### src/rtl/disp_pkg.sv
// Shared types and constants for the countdown display controller.
// The blink feature is selected with DISP_COUNTDOWN_BLINK_EN.
package disp_pkg;

  typedef enum logic [1:0] {
    IDLE    = 2'd0,
    SHOW_OP = 2'd1,
    COUNT   = 2'd2,
    DONE    = 2'd3
  } state_t;

  localparam logic [2:0] OP_T = 3'd0;
  localparam logic [2:0] OP_A = 3'd1;
  localparam logic [2:0] OP_B = 3'd2;
  localparam logic [2:0] OP_C = 3'd3;

  localparam logic MODE_SYM = 1'b0;
  localparam logic MODE_DIG = 1'b1;

  // Digits at or below this value blink when the blink feature is built in.
  localparam logic [3:0] BLINK_MAX_DIGIT = 4'd3;

endpackage

### src/rtl/disp_countdown_ctrl_tick_gen.sv
// Free-running tick generator: one-cycle pulse every TICK_CYCLES cycles, restartable via clr.
// With DISP_COUNTDOWN_BLINK_EN the phase counter is exported for blink timing.
module tick_gen #(
  parameter int TICK_CYCLES = 100_000_000
) (
  input  logic clk,
  input  logic rst,
  input  logic clr,
`ifdef DISP_COUNTDOWN_BLINK_EN
  output logic [$clog2(TICK_CYCLES)-1:0] count,
`endif
  output logic tick
);

  localparam int CW = $clog2(TICK_CYCLES);

  logic [CW-1:0] cnt_q;

  assign tick = (cnt_q == CW'(TICK_CYCLES - 1));

  // clr restarts the phase so the first tick lands TICK_CYCLES-1 cycles after a state entry.
  always_ff @(posedge clk) begin
    if (rst || clr) begin
      cnt_q <= '0;
    end else if (tick) begin
      cnt_q <= '0;
    end else begin
      cnt_q <= cnt_q + CW'(1);
    end
  end

`ifdef DISP_COUNTDOWN_BLINK_EN
  assign count = cnt_q;
`endif

endmodule

### src/rtl/disp_countdown_ctrl.sv
// Countdown display controller: shows an operation symbol, then counts a digit down to zero.
// Optional blinking of the last digits is built in with DISP_COUNTDOWN_BLINK_EN.
module disp_countdown_ctrl
  import disp_pkg::*;
#(
  parameter int TICK_CYCLES   = 100_000_000,
  parameter int OP_HOLD_TICKS = 2
) (
  input  logic       clk,
  input  logic       rst,
  input  logic       i_req_valid,
  output logic       o_req_ready,
  input  logic [2:0] i_req_op,
  input  logic [3:0] i_req_secs,
  input  logic       i_abort,
  output logic       o_en,
  output logic       o_disp_mode,
  output logic [2:0] o_op_code,
  output logic [3:0] o_digit_val,
  output logic       o_busy,
  output logic       o_done
);

  localparam int HW = $clog2(OP_HOLD_TICKS + 1);

  state_t        state_q;
  state_t        state_d;
  logic [2:0]    op_q;
  logic [3:0]    val_q;
  logic [HW-1:0] hold_q;
  logic          tick;
  logic          clr;
  logic          last_hold;
  logic          count_en;

  assign last_hold = (hold_q == HW'(OP_HOLD_TICKS - 1));
  assign clr       = (state_d != state_q);

`ifdef DISP_COUNTDOWN_BLINK_EN
  localparam int CW = $clog2(TICK_CYCLES);
  logic [CW-1:0] tick_count;

  tick_gen #(.TICK_CYCLES(TICK_CYCLES)) u_tick_gen (
    .clk   (clk),
    .rst   (rst),
    .clr   (clr),
    .count (tick_count),
    .tick  (tick)
  );

  // Low digits go dark for the second half of each tick period.
  assign count_en = !((val_q <= BLINK_MAX_DIGIT) && (tick_count >= CW'(TICK_CYCLES / 2)));
`else
  tick_gen #(.TICK_CYCLES(TICK_CYCLES)) u_tick_gen (
    .clk  (clk),
    .rst  (rst),
    .clr  (clr),
    .tick (tick)
  );

  assign count_en = 1'b1;
`endif

  always_ff @(posedge clk) begin
    if (rst) begin
      state_q <= IDLE;
    end else begin
      state_q <= state_d;
    end
  end

  // Outputs decode state and registered data only; inputs steer next state alone.
  always_comb begin
    state_d     = state_q;
    o_req_ready = 1'b0;
    o_en        = 1'b0;
    o_disp_mode = MODE_SYM;
    o_op_code   = 3'd0;
    o_digit_val = 4'd0;
    o_busy      = 1'b0;
    o_done      = 1'b0;
    case (state_q)
      IDLE: begin
        o_req_ready = 1'b1;
        if (i_req_valid) begin
          state_d = SHOW_OP;
        end
      end
      SHOW_OP: begin
        o_en        = 1'b1;
        o_busy      = 1'b1;
        o_disp_mode = MODE_SYM;
        o_op_code   = op_q;
        if (i_abort) begin
          state_d = IDLE;
        end else if (tick && last_hold) begin
          state_d = COUNT;
        end
      end
      COUNT: begin
        o_en        = count_en;
        o_busy      = 1'b1;
        o_disp_mode = MODE_DIG;
        o_digit_val = val_q;
        if (i_abort) begin
          state_d = IDLE;
        end else if (tick && (val_q == 4'd0)) begin
          state_d = DONE;
        end
      end
      DONE: begin
        o_busy  = 1'b1;
        o_done  = 1'b1;
        state_d = IDLE;
      end
      default: begin
        state_d = IDLE;
      end
    endcase
  end

  // Request data, hold-tick count and countdown value.
  always_ff @(posedge clk) begin
    if (rst) begin
      op_q   <= OP_T;
      val_q  <= 4'd0;
      hold_q <= '0;
    end else begin
      case (state_q)
        IDLE: begin
          if (i_req_valid) begin
            op_q   <= i_req_op;
            val_q  <= i_req_secs;
            hold_q <= '0;
          end
        end
        SHOW_OP: begin
          if (!i_abort && tick && !last_hold) begin
            hold_q <= hold_q + HW'(1);
          end
        end
        COUNT: begin
          if (!i_abort && tick && (val_q != 4'd0)) begin
            val_q <= val_q - 4'd1;
          end
        end
        default: begin
        end
      endcase
    end
  end

endmodule
### config.mk
export PLATFORM = sky130hd
export DESIGN_NAME = disp_countdown_ctrl
export DESIGN_NICKNAME = d
export VERILOG_FILES = /design/src/rtl/disp_pkg.sv /design/src/rtl/disp_countdown_ctrl_tick_gen.sv /design/src/rtl/disp_countdown_ctrl.sv
export SDC_FILE = /design/constraint.sdc
export NUM_CORES = 1
export LEC_CHECK = 0
export CORE_ASPECT_RATIO = 2
export CORE_MARGIN = 3
export CORE_UTILIZATION = 57
export DETAILED_ROUTE_END_ITERATION = 12
export PLACE_DENSITY = 0.8
export SETUP_SLACK_MARGIN = 0.02
export SKIP_CTS_REPAIR_TIMING = 1
export SYNTH_ARGS = -nofsm -noshare
export SYNTH_HDL_FRONTEND = slang
export SYNTH_HIERARCHICAL = 1
export SYNTH_SLANG_ARGS = --single-unit
### constraint.sdc
create_clock -name clk -period 4.1 [get_ports clk]
set_input_delay 0.82 -clock clk [delete_from_list [all_inputs] [get_ports clk]]
set_output_delay 0.82 -clock clk [all_outputs]
set_load 0.02 [all_outputs]
==> summary by stage, run 1 <==
Logic synthesis
The prevailing post-synth register cell is sky130_fd_sc_hd__dfxtp_1. Yosys mapped the design onto 55 distinct sky130hd cell types. The total of warnings raised by yosys is 6. The mapped cell area is 2260 um2. sky130_fd_sc_hd__dfxtp_1 takes more of the synthesized area than any other cell.

The share of synthesized area in the top cell type comes to 0.336. The share of the Yosys chip area taken by registers is 0.336. Synthesis produced a netlist with a net count of 283.

In the synthesized netlist, the number of instances is 264. Ranked by total cell area, the synthesized netlist is headed by sky130_fd_sc_hd__dfxtp_1, sky130_fd_sc_hd__ha_1, sky130_fd_sc_hd__a211oi_1, sky130_fd_sc_hd__nand3_1, sky130_fd_sc_hd__nand2_1. Each instance of the synthesized netlist takes up on average 8.57 um2. The register bit count reported by yosys is 38. The fraction of registers with async set/reset is 0.

The number of synthesized flops with an enable pin is 0.

Detailed routing
In this run the remaining antenna-violating nets after routing total 0. The final route contains 1,994 vias. The wire length reported by the detailed router is 4.93 mm.

The final routed wire length divided by cell count is 14.9 um. The total iterations of the first detailed-routing run is 4. For this run, design rule violations remaining after detail routing come to 0.

The detailed router finished its first iteration with 52 violations. In the routed layout, each cell is associated on average with a via count of 6.04.

Worst setup path
The worst setup path is captured at a flop. The largest driver fanout on the critical path is 27. The worst setup path is launched from a flop. The number of buffers and inverters on the critical path is 0. The worst-path cell with the longest stage delay is sky130_fd_sc_hd__nor4_4. For this run, the slowest stage of the critical path takes 520 ps. The critical path goes through ha_1 -> and3_1 -> nand2_4 -> nor4_4 -> nand2_1 -> a221oi_1 -> a221o_1 -> or2_2 -> nor4_1 -> a31oi_1 -> o21ai_0. The cell family contributing the most delay on the critical path is simple AND/OR/NAND/NOR gates. The required time of the critical path is 4280 ps. The arrival time at the worst endpoint is 3450 ps. In this run the critical register-to-register path is launched from u_tick_gen/cnt_q[0].

The worst setup path is of the reg -> reg kind. The first element of the critical path is u_tick_gen/cnt_q[0].

GRT
For this run, the total global-route usage over all layers was measured as 0.230. For met1 alone, demand over resource in global routing was 0.230. The number of global-route vias before repair was 1,987. The global routing stage identified its most utilized layer as met2. Entering global routing, the biggest net connects 28 pins.

The met2 capacity usage during global routing is 0.439. The number of antenna violations at the first check in global routing came to 0. The total overflow left after global routing is 0. The global-route met3 utilization is 0.0376.

The global-route wire length before repair is 8.64 mm.

Cells and area
The number of antenna diodes in the final layout is 0. Relative to the synthesized area, the layout overhead comes to 12.9%. Of the cells placed in the final design, the portion with a size suffix greater than 1 is 0.0747.

The layout has 327 filler cells. The final layout contains 299 nets. The post-route non-filler standard cell count is 330. For this run, the share of the core covered by cells in the final layout is 0.686.

Floorplanning
Measured along the y axis, the die boundary spans 95.1 um. The effective utilization at floorplan is 0.608. The placeable core area is 3720 um2. During I/O placement, the number of pins put on the boundary was 23.

The die covers 4810 um2. In this run the horizontal extent of the chip is 50.6 um. The initialized floorplan defines 31 standard-cell rows.

Clock network
The number of levels in the clock H-tree is 2. The later-pin clock latency in the skew report is 290 ps. The clock root buffer is sky130_fd_sc_hd__clkbuf_8.

The clock sink count is 38. The CTS tree is done. Clock-pin slew was measured on the worst setup and hold paths at 70 ps. In this run, CTS created clock tree buffers numbering 5. The maximum buffer depth of the clock tree is 2.

Timing
Setup violations remaining at the end of the flow were counted as 0. The minimum clock period is 3280 ps. For the final routed database, the setup TNS stands at 0 ps. Setup repair after global routing left no endpoint under its margin. The post-route worst hold slack is 453 ps.

Dividing the final minimum period by the clock period gives 0.799. The worst-margin pin slew is 739 ps. The hold violation total from the final report is 0. The final clock skew is 8.14 ps. The peak clock frequency supported by timing is 305 MHz. In this run the tightest slew margin relative to its limit is 0.507. The final-report max-slew violation count came to 0.

Place
The number of placed cells counting well taps is 322. The total of buffers placed on input and output ports is 22. The HPWL after detailed placement is 3.59 mm. The final weighted congestion of routability-driven global placement is 0.886.

Min path
The startpoint of the lowest-slack hold path is op_q[0]. In this run the worst hold path is classified as reg -> reg.

Power and ir drop
Dividing total power by cell area gives a power density of 288 nW/um2. In this run the static leakage power is 0.855 nW. The maximum vdd ir drop is 0.259 mV.

Flow run
Across the run, the number of max-cap violations was 0.

Status
The run finished with clean final reports.
[through the flow]
step	power [mW]	cell area, um2	setup slack, ps
floorplan	0.448	2260	1010
global placement	0.474	2460	959
detailed placement	0.476	2460	820
CTS	0.741	2550	808
global route	0.764	2550	387
finish	0.735	2550	823
[kinds of logic after synthesis]
kind of cell | after synthesis | synth area share
AOI/OAI and AO/OA | 59 | 0.187
xor gates and xnor gates | 10 | 0.0387
adders and majority gates | 8 | 0.0442
buffers and inverters | 24 | 0.0558
DFF | 38 | 0.336
muxes | 4 | 0.0193
and+or+nand+nor | 121 | 0.318
[area by class of cell]
class | instances | area [um2] | share of cell area
inverters | 10 | 37.5 | 0.0147
repair buffers | 23 | 228 | 0.0891
multi-input cells | 202 | 1380 | 0.539
clock buffers | 7 | 86.3 | 0.0338
clock inverters | 1 | 5.00 | 0.00196
flip-flops and latches | 38 | 761 | 0.298
well taps | 49 | 61.3 | 0.0240
[path summary, 6_finish.rpt]
kind                         end  slack [ps]  cells after the start
min                      op_q[0]         450                      2
min reg2reg              op_q[0]         450                      2
max reg2reg  u_tick_gen/cnt_q[7]         820                     11
max          u_tick_gen/cnt_q[7]         820                     11
[cell usage after synthesis, types with 3 or more instances]
cell type and number:
sky130_fd_sc_hd__buf_2 3, sky130_fd_sc_hd__ha_1 8, sky130_fd_sc_hd__and4_1 3, sky130_fd_sc_hd__and2_1 7, sky130_fd_sc_hd__inv_1 10, sky130_fd_sc_hd__clkbuf_1 5, sky130_fd_sc_hd__or3_1 6, sky130_fd_sc_hd__mux2i_1 3
sky130_fd_sc_hd__o21ai_0 11, sky130_fd_sc_hd__a31oi_1 5, sky130_fd_sc_hd__xor2_1 7, sky130_fd_sc_hd__nor3b_1 3, sky130_fd_sc_hd__xnor2_1 3, sky130_fd_sc_hd__nor2b_1 6, sky130_fd_sc_hd__nand2_1 21, sky130_fd_sc_hd__a211oi_1 11
sky130_fd_sc_hd__nand3_1 16, sky130_fd_sc_hd__or4_1 8, sky130_fd_sc_hd__and3_1 5, sky130_fd_sc_hd__nand2b_1 3, sky130_fd_sc_hd__nand4_1 6, sky130_fd_sc_hd__nor3_1 9, sky130_fd_sc_hd__dfxtp_1 38, sky130_fd_sc_hd__nor2_1 15
sky130_fd_sc_hd__o31ai_1 9, sky130_fd_sc_hd__a21oi_1 10
[state kept, by name (all words and copies together) (netlist names)]
register and count:
hold_q 2, u_tick_gen/cnt_q 27, val_q 4, state_q 2, op_q 3
[power breakdown]
part	leakage (nW)	internal, mW	switching, mW	total, mW
sequential	0.308	0.377	0.00739	0.385
combinational	0.499	0.0382	0.0451	0.0833
clock	0.0482	0.136	0.131	0.267
[cell usage in the layout, fill, tap and decap left out, types with 8 or more instances in the layout]
cell type | netlist | routed
sky130_fd_sc_hd__a211oi_1 | 11 | 11
sky130_fd_sc_hd__inv_1 | 10 | 10
sky130_fd_sc_hd__a21oi_1 | 10 | 10
sky130_fd_sc_hd__dfxtp_1 | 38 | 38
sky130_fd_sc_hd__or4_1 | 8 | 8
sky130_fd_sc_hd__o21ai_0 | 11 | 11
sky130_fd_sc_hd__o31ai_1 | 9 | 9
sky130_fd_sc_hd__nor3_1 | 9 | 9
sky130_fd_sc_hd__nor2_1 | 15 | 15
sky130_fd_sc_hd__nand3_1 | 16 | 16
sky130_fd_sc_hd__clkdlybuf4s50_1 | 0 | 22
sky130_fd_sc_hd__nand2_1 | 21 | 21
sky130_fd_sc_hd__ha_1 | 8 | 8
[tightest hold or removal path, stage by stage (launching register included)]
cell,delay (ps)
sky130_fd_sc_hd__dfxtp_1,310
sky130_fd_sc_hd__nand2_1,50
sky130_fd_sc_hd__a21oi_1,50
[routing by layer]
layer | part of all wire | wire length, um | vias to the layer above
li1 | - | - | 1004
met1 | 0.39 | 1940 | 953
met2 | 0.56 | 2780 | 31
met3 | 0.025 | 123 | 6
met4 | 0.017 | 86 | 0
met5 | 0 | 0 | -
No activity file was read; power rests on OpenSTA's default activity.
==> inputs of run 2 (changes only) <==
clock period = 3.2 ns   (was 4.1 ns; I/O delays follow)
==> summary by stage, run 2 (synthesized netlist as in run 1, its figures left out) <==
Floorplanning
The initial utilization of the core area, before any placement, comes to 0.608. The number of placement rows is 31. The die is 95.1 um tall. The placeable core area is 3720 um2.

The full die area is 4810 um2. The horizontal die dimension is 50.6 um. The count of pins on the block boundary is 23.

Timing
The post-route worst hold slack is 452 ps. Subtracting the final worst setup slack from the clock period gives 2920 ps. The worst slew margin relative to its limit is 0.643. The peak clock frequency supported by timing is 342 MHz. For the pin with the worst max-slew slack, the measured transition is 529 ps. The final count of negative-setup-slack endpoints is 0. Setup repair after global routing left no endpoint under its margin. The share of the clock period used by the worst path is 0.914.

The final-report max-slew violation count is 0. The hold violation total from the final report is 0. The final clock skew is 3.78 ps. After routing, the total negative slack on setup checks comes to 0 ps.

Cells and area
The number of nets at the end of the flow is 303. The largest registers in the layout are u_tick_gen/cnt_q (27), val_q (4), op_q (3). The count of antenna diodes in the layout is 0. The fraction of layout cells with a size suffix above 1 is 0.0877. After the flow finishes, the layout carries non-filler instances totaling 334. The area added between synthesis and finish is 14.8%. The library cell used most frequently in the layout, excluding fill and tap cells, is sky130_fd_sc_hd__dfxtp_1. The largest register by flop count is u_tick_gen/cnt_q. In the layout the commonest cells are sky130_fd_sc_hd__dfxtp_1, sky130_fd_sc_hd__clkdlybuf4s50_1, sky130_fd_sc_hd__nand2_1, sky130_fd_sc_hd__nand3_1, sky130_fd_sc_hd__nor2_1. The flip-flop count of the largest register, all copies and words added is 27.

Detailed routing
The mean number of vias per cell is 6.02. The routed layout has 2,010 vias. For this run, design rule violations remaining after detail routing come to 0.

The pre-antenna-repair detailed-routing pass consisted of 4 iterations. After the first detailed-routing iteration, the DRC count stood at 35. The wire length reported by the detailed router is 4.87 mm. Dividing the detail-routed wire length by the instance count gives 14.6 um. Once detail routing completed, the nets flagged for antenna violations numbered 0.

Power and ir drop
Of the total power, registers draw 0.525. The switching portion of total power is 0.243. The analysis attributes to cell leakage a power of 0.881 nW. The power density of the placed cells is 362 nW/um2. Internal power comes to 711 uW. The share of total power dissipated in combinational logic is 0.120. The share of total power dissipated in the clock network is 0.355. The switching component of the power is 228 uW. Across the VDD grid, the largest voltage drop is 0.306 mV.

Clock network
Clock-pin slew was measured on the worst setup and hold paths at 70 ps. TritonCTS built the clock tree. The maximum buffer depth of the clock tree is 2. The number of buffers inserted during clock tree synthesis is 5. At the later pin of the worst-skew pair, clock insertion delay measures 280 ps. The number of levels in the clock H-tree is 2. In this run the clock root is driven by a sky130_fd_sc_hd__clkbuf_8. The clock sink count is 38.

Worst setup path
The type of the worst setup path is reg -> reg. The worst register-to-register path has a depth of 11. The worst setup path is captured at a flop. The nature of the critical path startpoint is a flop. The arrival time at the worst endpoint is 3100 ps. Along the worst path, the maximum fanout reaches 12. Tracing the worst setup path back leads to its startpoint at u_tick_gen/cnt_q[8]. The beginning of the worst register-to-register path is u_tick_gen/cnt_q[8].

The required time of the critical path is 3370 ps.

Place
The final weighted congestion of routability-driven global placement is 0.870. The total of buffers placed on input and output ports is 22. The HPWL after detailed placement is 3.62 mm. The number of placed cells counting well taps is 326.

GRT
The number of antenna violations at the first check in global routing is 0. The number of global-route vias before repair is 1,953. Entering global routing, the biggest net connects 22 pins. The overall track demand over capacity in global routing is 0.221. The total overflow left after global routing is 0. The first global-routing pass estimated 8.31 mm of wire.

Min path
The worst hold path was traced through 2 stages. The path type of the worst min-delay path is reg -> reg. The worst hold path begins at op_q[0].

Flow run
Max-cap violations in this run came to 0.

Status
The flow ran to the end, and the final reports show no timing, DRC or antenna violations.
==> run 2: cell count changes in the layout (fill, tap and decap cells not counted), sizes merged <==
cell / before / now
buf: 1 / 5
==> run 2: worst paths after layout <==
| kind | end | slack (ps) |
|---|---|---|
| max | u_tick_gen/cnt_q[7] | 280 |
| min | op_q[0] | 450 |
| max reg2reg | u_tick_gen/cnt_q[7] | 280 |
| min reg2reg | op_q[0] | 450 |
==> run 2: power by group through the flow <==
stage | clock network, mW | logic, mW | registers, mW
6_report | 0.333 | 0.113 | 0.493
5_1_grt | 0.366 | 0.125 | 0.495
4_1_cts | 0.342 | 0.114 | 0.493
3_5_place_dp | 0 | 0.113 | 0.504
3_3_place_gp | 0 | 0.111 | 0.503
2_1_floorplan | 0 | 0.0724 | 0.501
==> run 2: metrics by stage <==
step	power, mW	setup slack, ps	cell area, um2	utilization
3_5_place_dp	0.617	231	2510	0.673
5_1_grt	0.986	104	2600	0.698
3_3_place_gp	0.614	285	2510	0.673
6_report	0.939	276	2600	0.698
4_1_cts	0.949	206	2600	0.698
2_1_floorplan	0.573	106	2260	-
==> run 2: metal layers <==
metal  vias up  GRT usage  part of all wire
met5         -          0                 0
met4         0      0.101             0.019
met3        11     0.0297             0.026
met2        37      0.419              0.56
met1       950      0.233              0.40
li1       1012          -                 -
==> run 2: layout make-up <==
| class | instances | area, um2 |
|---|---|---|
| inverters | 10 | 37.5 |
| flip-flops and latches | 38 | 761 |
| clock buffers | 7 | 86.3 |
| well taps | 49 | 61.3 |
| fillers | 338 | 1130 |
| multi-input cells | 202 | 1380 |
| clock inverters | 1 | 5.00 |
| repair buffers | 27 | 270 |
==> run 2: worst max-delay path, cell delays in order, from the launching register on <==
cell	delay (ps)
sky130_fd_sc_hd__dfxtp_1	360
sky130_fd_sc_hd__nor4b_1	520
sky130_fd_sc_hd__nand2_1	200
sky130_fd_sc_hd__nor4_4	380
sky130_fd_sc_hd__nor2b_1	180
sky130_fd_sc_hd__a31oi_1	90
sky130_fd_sc_hd__a211oi_1	320
sky130_fd_sc_hd__a221o_1	180
sky130_fd_sc_hd__or2_2	270
sky130_fd_sc_hd__nor4_1	90
sky130_fd_sc_hd__a31oi_1	140
sky130_fd_sc_hd__o21ai_0	90
==> inputs of run 3 (changes only) <==
CORE_ASPECT_RATIO = 1.2   (was 2)
==> summary by stage, run 3 (synthesized netlist as in run 1, its figures left out) <==
Status
The run finished with clean final reports.

Timing
The minimum clock period is 2870 ps. The hold violation total from the final report is 0. The final-report max-slew violation count came to 0. At the pin with the least slew margin, the transition time is 416 ps.

Derived from the worst setup path, the maximum achievable clock frequency is 348 MHz. The final count of negative-setup-slack endpoints is 0. The worst slew margin relative to its limit is 0.722. The share of the clock period used by the worst path is 0.897. For the final database, setup skew stands at 5.28 ps. Setup repair after global routing left no endpoint under its margin. Hold timing on the final database bottoms out at a slack of 458 ps. In the final timing run, aggregate negative setup slack is 0 ps.

Floorplanning
The die is 63.5 um wide. The placeable core area is 3720 um2. After floorplanning, the core was divided into 24 placement rows. The full die area is 4770 um2. The die span in y is 75.0 um. The effective utilization at floorplan is 0.608. 23 I/O pins were placed.

Clock network
The clock sink count is 38. At the later pin of the worst-skew pair, clock insertion delay measures 300 ps. Counting the buffers created by CTS gives 5.

The CTS tree is done. The clock root buffer is sky130_fd_sc_hd__clkbuf_8. The number of levels in the clock H-tree is 2. The clock passes through at most 2 buffers.

Clock-pin slew was measured on the worst setup and hold paths at 70 ps.

Min path
The path type of the worst min-delay path is reg -> reg. The startpoint of the lowest-slack hold path is op_q[1]. The endpoint of the worst hold path is op_q[1].

Along the worst hold path, the cell count comes to 2.

Power and ir drop
The power after layout is 951 uW. The sequential cell fraction of total power is 0.518. The part of the total power dissipated in combinational logic is 0.121. Summed over all cells, the static leakage comes to 0.903 nW. The relative contribution of the clock network to total power is 0.361.

The power density of the placed cells is 361 nW/um2. The internal portion of the total power is 713 uW. The maximum vdd ir drop is 0.241 mV. In this run the power spent charging and discharging nets is 238 uW. Of the total power, the share spent switching nets is 0.250.

Worst setup path
The worst stage delay on the critical path is 590 ps. The worst setup path is captured at an output port. In this design, the largest share of critical-path delay is due to buffers and inverters. The largest driver fanout on the critical path is 13. Together, buffers and inverters on the worst path number 2.

The type of the worst setup path is reg -> out. For the worst setup path, the data required time is 2560 ps. The arrival time at the worst endpoint is 2230 ps. The nature of the critical path startpoint is a flop. The endpoint identified for the worst register-to-register timing path is u_tick_gen/cnt_q[7]. The signal on the critical path passes through ha_1 -> buf_4 -> and2_1 -> clkdlybuf4s50_1.

The worst register-to-register path has a setup slack of 360 ps. The length in cells of the worst reg-to-reg path is 13. The beginning of the worst register-to-register path is u_tick_gen/cnt_q[0]. The largest individual stage delay along the critical path comes from the cell sky130_fd_sc_hd__clkdlybuf4s50_1.

GRT
The sum of overflow across all layers after global routing is 0. Entering global routing, the biggest net connects 17 pins. The number of antenna violations at the first check in global routing is 0. The global-route wire length before repair is 7.56 mm. For this run, global-route usage on met2 was measured as 0.356. The global-route met3 utilization is 0.0478. The fraction of met1 tracks used by global routing is 0.225. The number of global-route vias before repair is 1,776. The global-route layer with the greatest usage is met2. The overall track demand over capacity in global routing is 0.198.

Detailed routing
The first routing iteration left 95 violations. The post-detailed-route count of antenna-violating nets is 0. Dividing the detail-routed wire length by the instance count gives 13.4 um. The total iterations of the first detailed-routing run is 4.

The wire length reported by the detailed router is 4.58 mm. The number of design rule violations left after detail routing is 0. Summing over every cut layer, the via total after detailed routing is 1,997. Dividing the detail-routed via count by the number of cells gives 5.86.

Cells and area
The number of antenna diodes in the final layout is 0. The number of nets at the end of the flow is 307. The area growth from synthesis to layout is 16.4%. u_tick_gen/cnt_q holds more flip-flops than any other register. Fill cells in the final layout number 300. In the final layout, the multi-input gates occupy 1380 um2.

The largest registers in the layout are u_tick_gen/cnt_q (27), val_q (4), op_q (3). The post-route non-filler standard cell count is 341. The post-route cell area is 2630 um2. Leaving out fill and tap cells, the most frequent cell in the layout is sky130_fd_sc_hd__dfxtp_1. The register with the most flip-flops in the layout has 27 of them. Registers take 761 um2. Of the cells placed in the final design, the portion with a size suffix greater than 1 is 0.100.

The library cells used most frequently in the layout, excluding fill and tap cells, are sky130_fd_sc_hd__dfxtp_1, sky130_fd_sc_hd__clkdlybuf4s50_1, sky130_fd_sc_hd__nand2_1, sky130_fd_sc_hd__nand3_1, sky130_fd_sc_hd__nor2_1.

Place
Summed over all nets, the half-perimeter wirelength after detailed placement is 3.24 mm. The number of placed cells counting well taps is 332. Summing all placed instances gives a cell area of 2530 um2. The total of buffers placed on input and output ports is 22. Routability-driven placement finished with a final weighted congestion of 0.829.

Flow run
The max capacitance violation total is 0.
==> run 3: cell types whose count changed in the layout (fill, tap and decap cells not counted) <==
| cell | change |
|---|---|
| sky130_fd_sc_hd__buf_4 | +4 |
| sky130_fd_sc_hd__or2_2 | -1 |
| sky130_fd_sc_hd__or2_4 | +1 |
==> run 3: worst max path at each step <==
| stage | slack, ps | end | depth (start not counted) | start |
|---|---|---|---|---|
| after floorplan | 110 | u_tick_gen/cnt_q[21] | 14 | u_tick_gen/cnt_q[0] |
| final | 330 | o_digit_val[0] | 4 | state_q[1] |
| after global placement | 310 | u_tick_gen/cnt_q[7] | 12 | u_tick_gen/cnt_q[0] |
| after global routing | 100 | u_tick_gen/cnt_q[7] | 13 | u_tick_gen/cnt_q[0] |
| after CTS | 130 | u_tick_gen/cnt_q[7] | 12 | u_tick_gen/cnt_q[0] |
| after detailed placement | 140 | u_tick_gen/cnt_q[7] | 12 | u_tick_gen/cnt_q[0] |
==> run 3: stage by stage <==
step / utilization / setup WS, ps
finish: 0.707 / 328
global route: 0.707 / 97.4
CTS: 0.705 / 131
detailed placement: 0.680 / 138
global placement: 0.680 / 313
floorplan: - / 106
==> run 3: area by class of cell <==
cell class                      count  share of cell area
Sequential cell                    38               0.289
Timing Repair Buffer               31               0.114
Tap cell                           52              0.0247
Clock inverter                      1             0.00190
Inverter                           10              0.0143
Multi-Input combinational cell    202               0.524
Clock buffer                        7              0.0328
==> run 3: worst register-to-register path, cell delays in order, from the launching register on <==
cell,delay [ps]
sky130_fd_sc_hd__dfxtp_1,380
sky130_fd_sc_hd__ha_1,210
sky130_fd_sc_hd__and3_1,310
sky130_fd_sc_hd__nand2_4,170
sky130_fd_sc_hd__nor4_4,150
sky130_fd_sc_hd__buf_4,180
sky130_fd_sc_hd__nor2b_1,180
sky130_fd_sc_hd__nand2_1,90
sky130_fd_sc_hd__o31ai_1,250
sky130_fd_sc_hd__a221o_1,240
sky130_fd_sc_hd__or2_4,250
sky130_fd_sc_hd__nor4_1,80
sky130_fd_sc_hd__a31oi_1,120
sky130_fd_sc_hd__o21ai_0,90
==> run 3: per-layer routing <==
layer	part of all wire	up-vias
li1	-	1022
met1	0.46	934
met2	0.49	30
met3	0.035	11
met4	0.017	0
met5	0	-
==> run 3: power groups by stage <==
stage / Combinational (mW) / Sequential [mW] / Clock (mW)
finish: 0.115 / 0.493 / 0.343
detailed placement: 0.114 / 0.503 / 0
global route: 0.126 / 0.494 / 0.366
global placement: 0.112 / 0.503 / 0
floorplan: 0.0724 / 0.501 / 0
CTS: 0.114 / 0.492 / 0.351
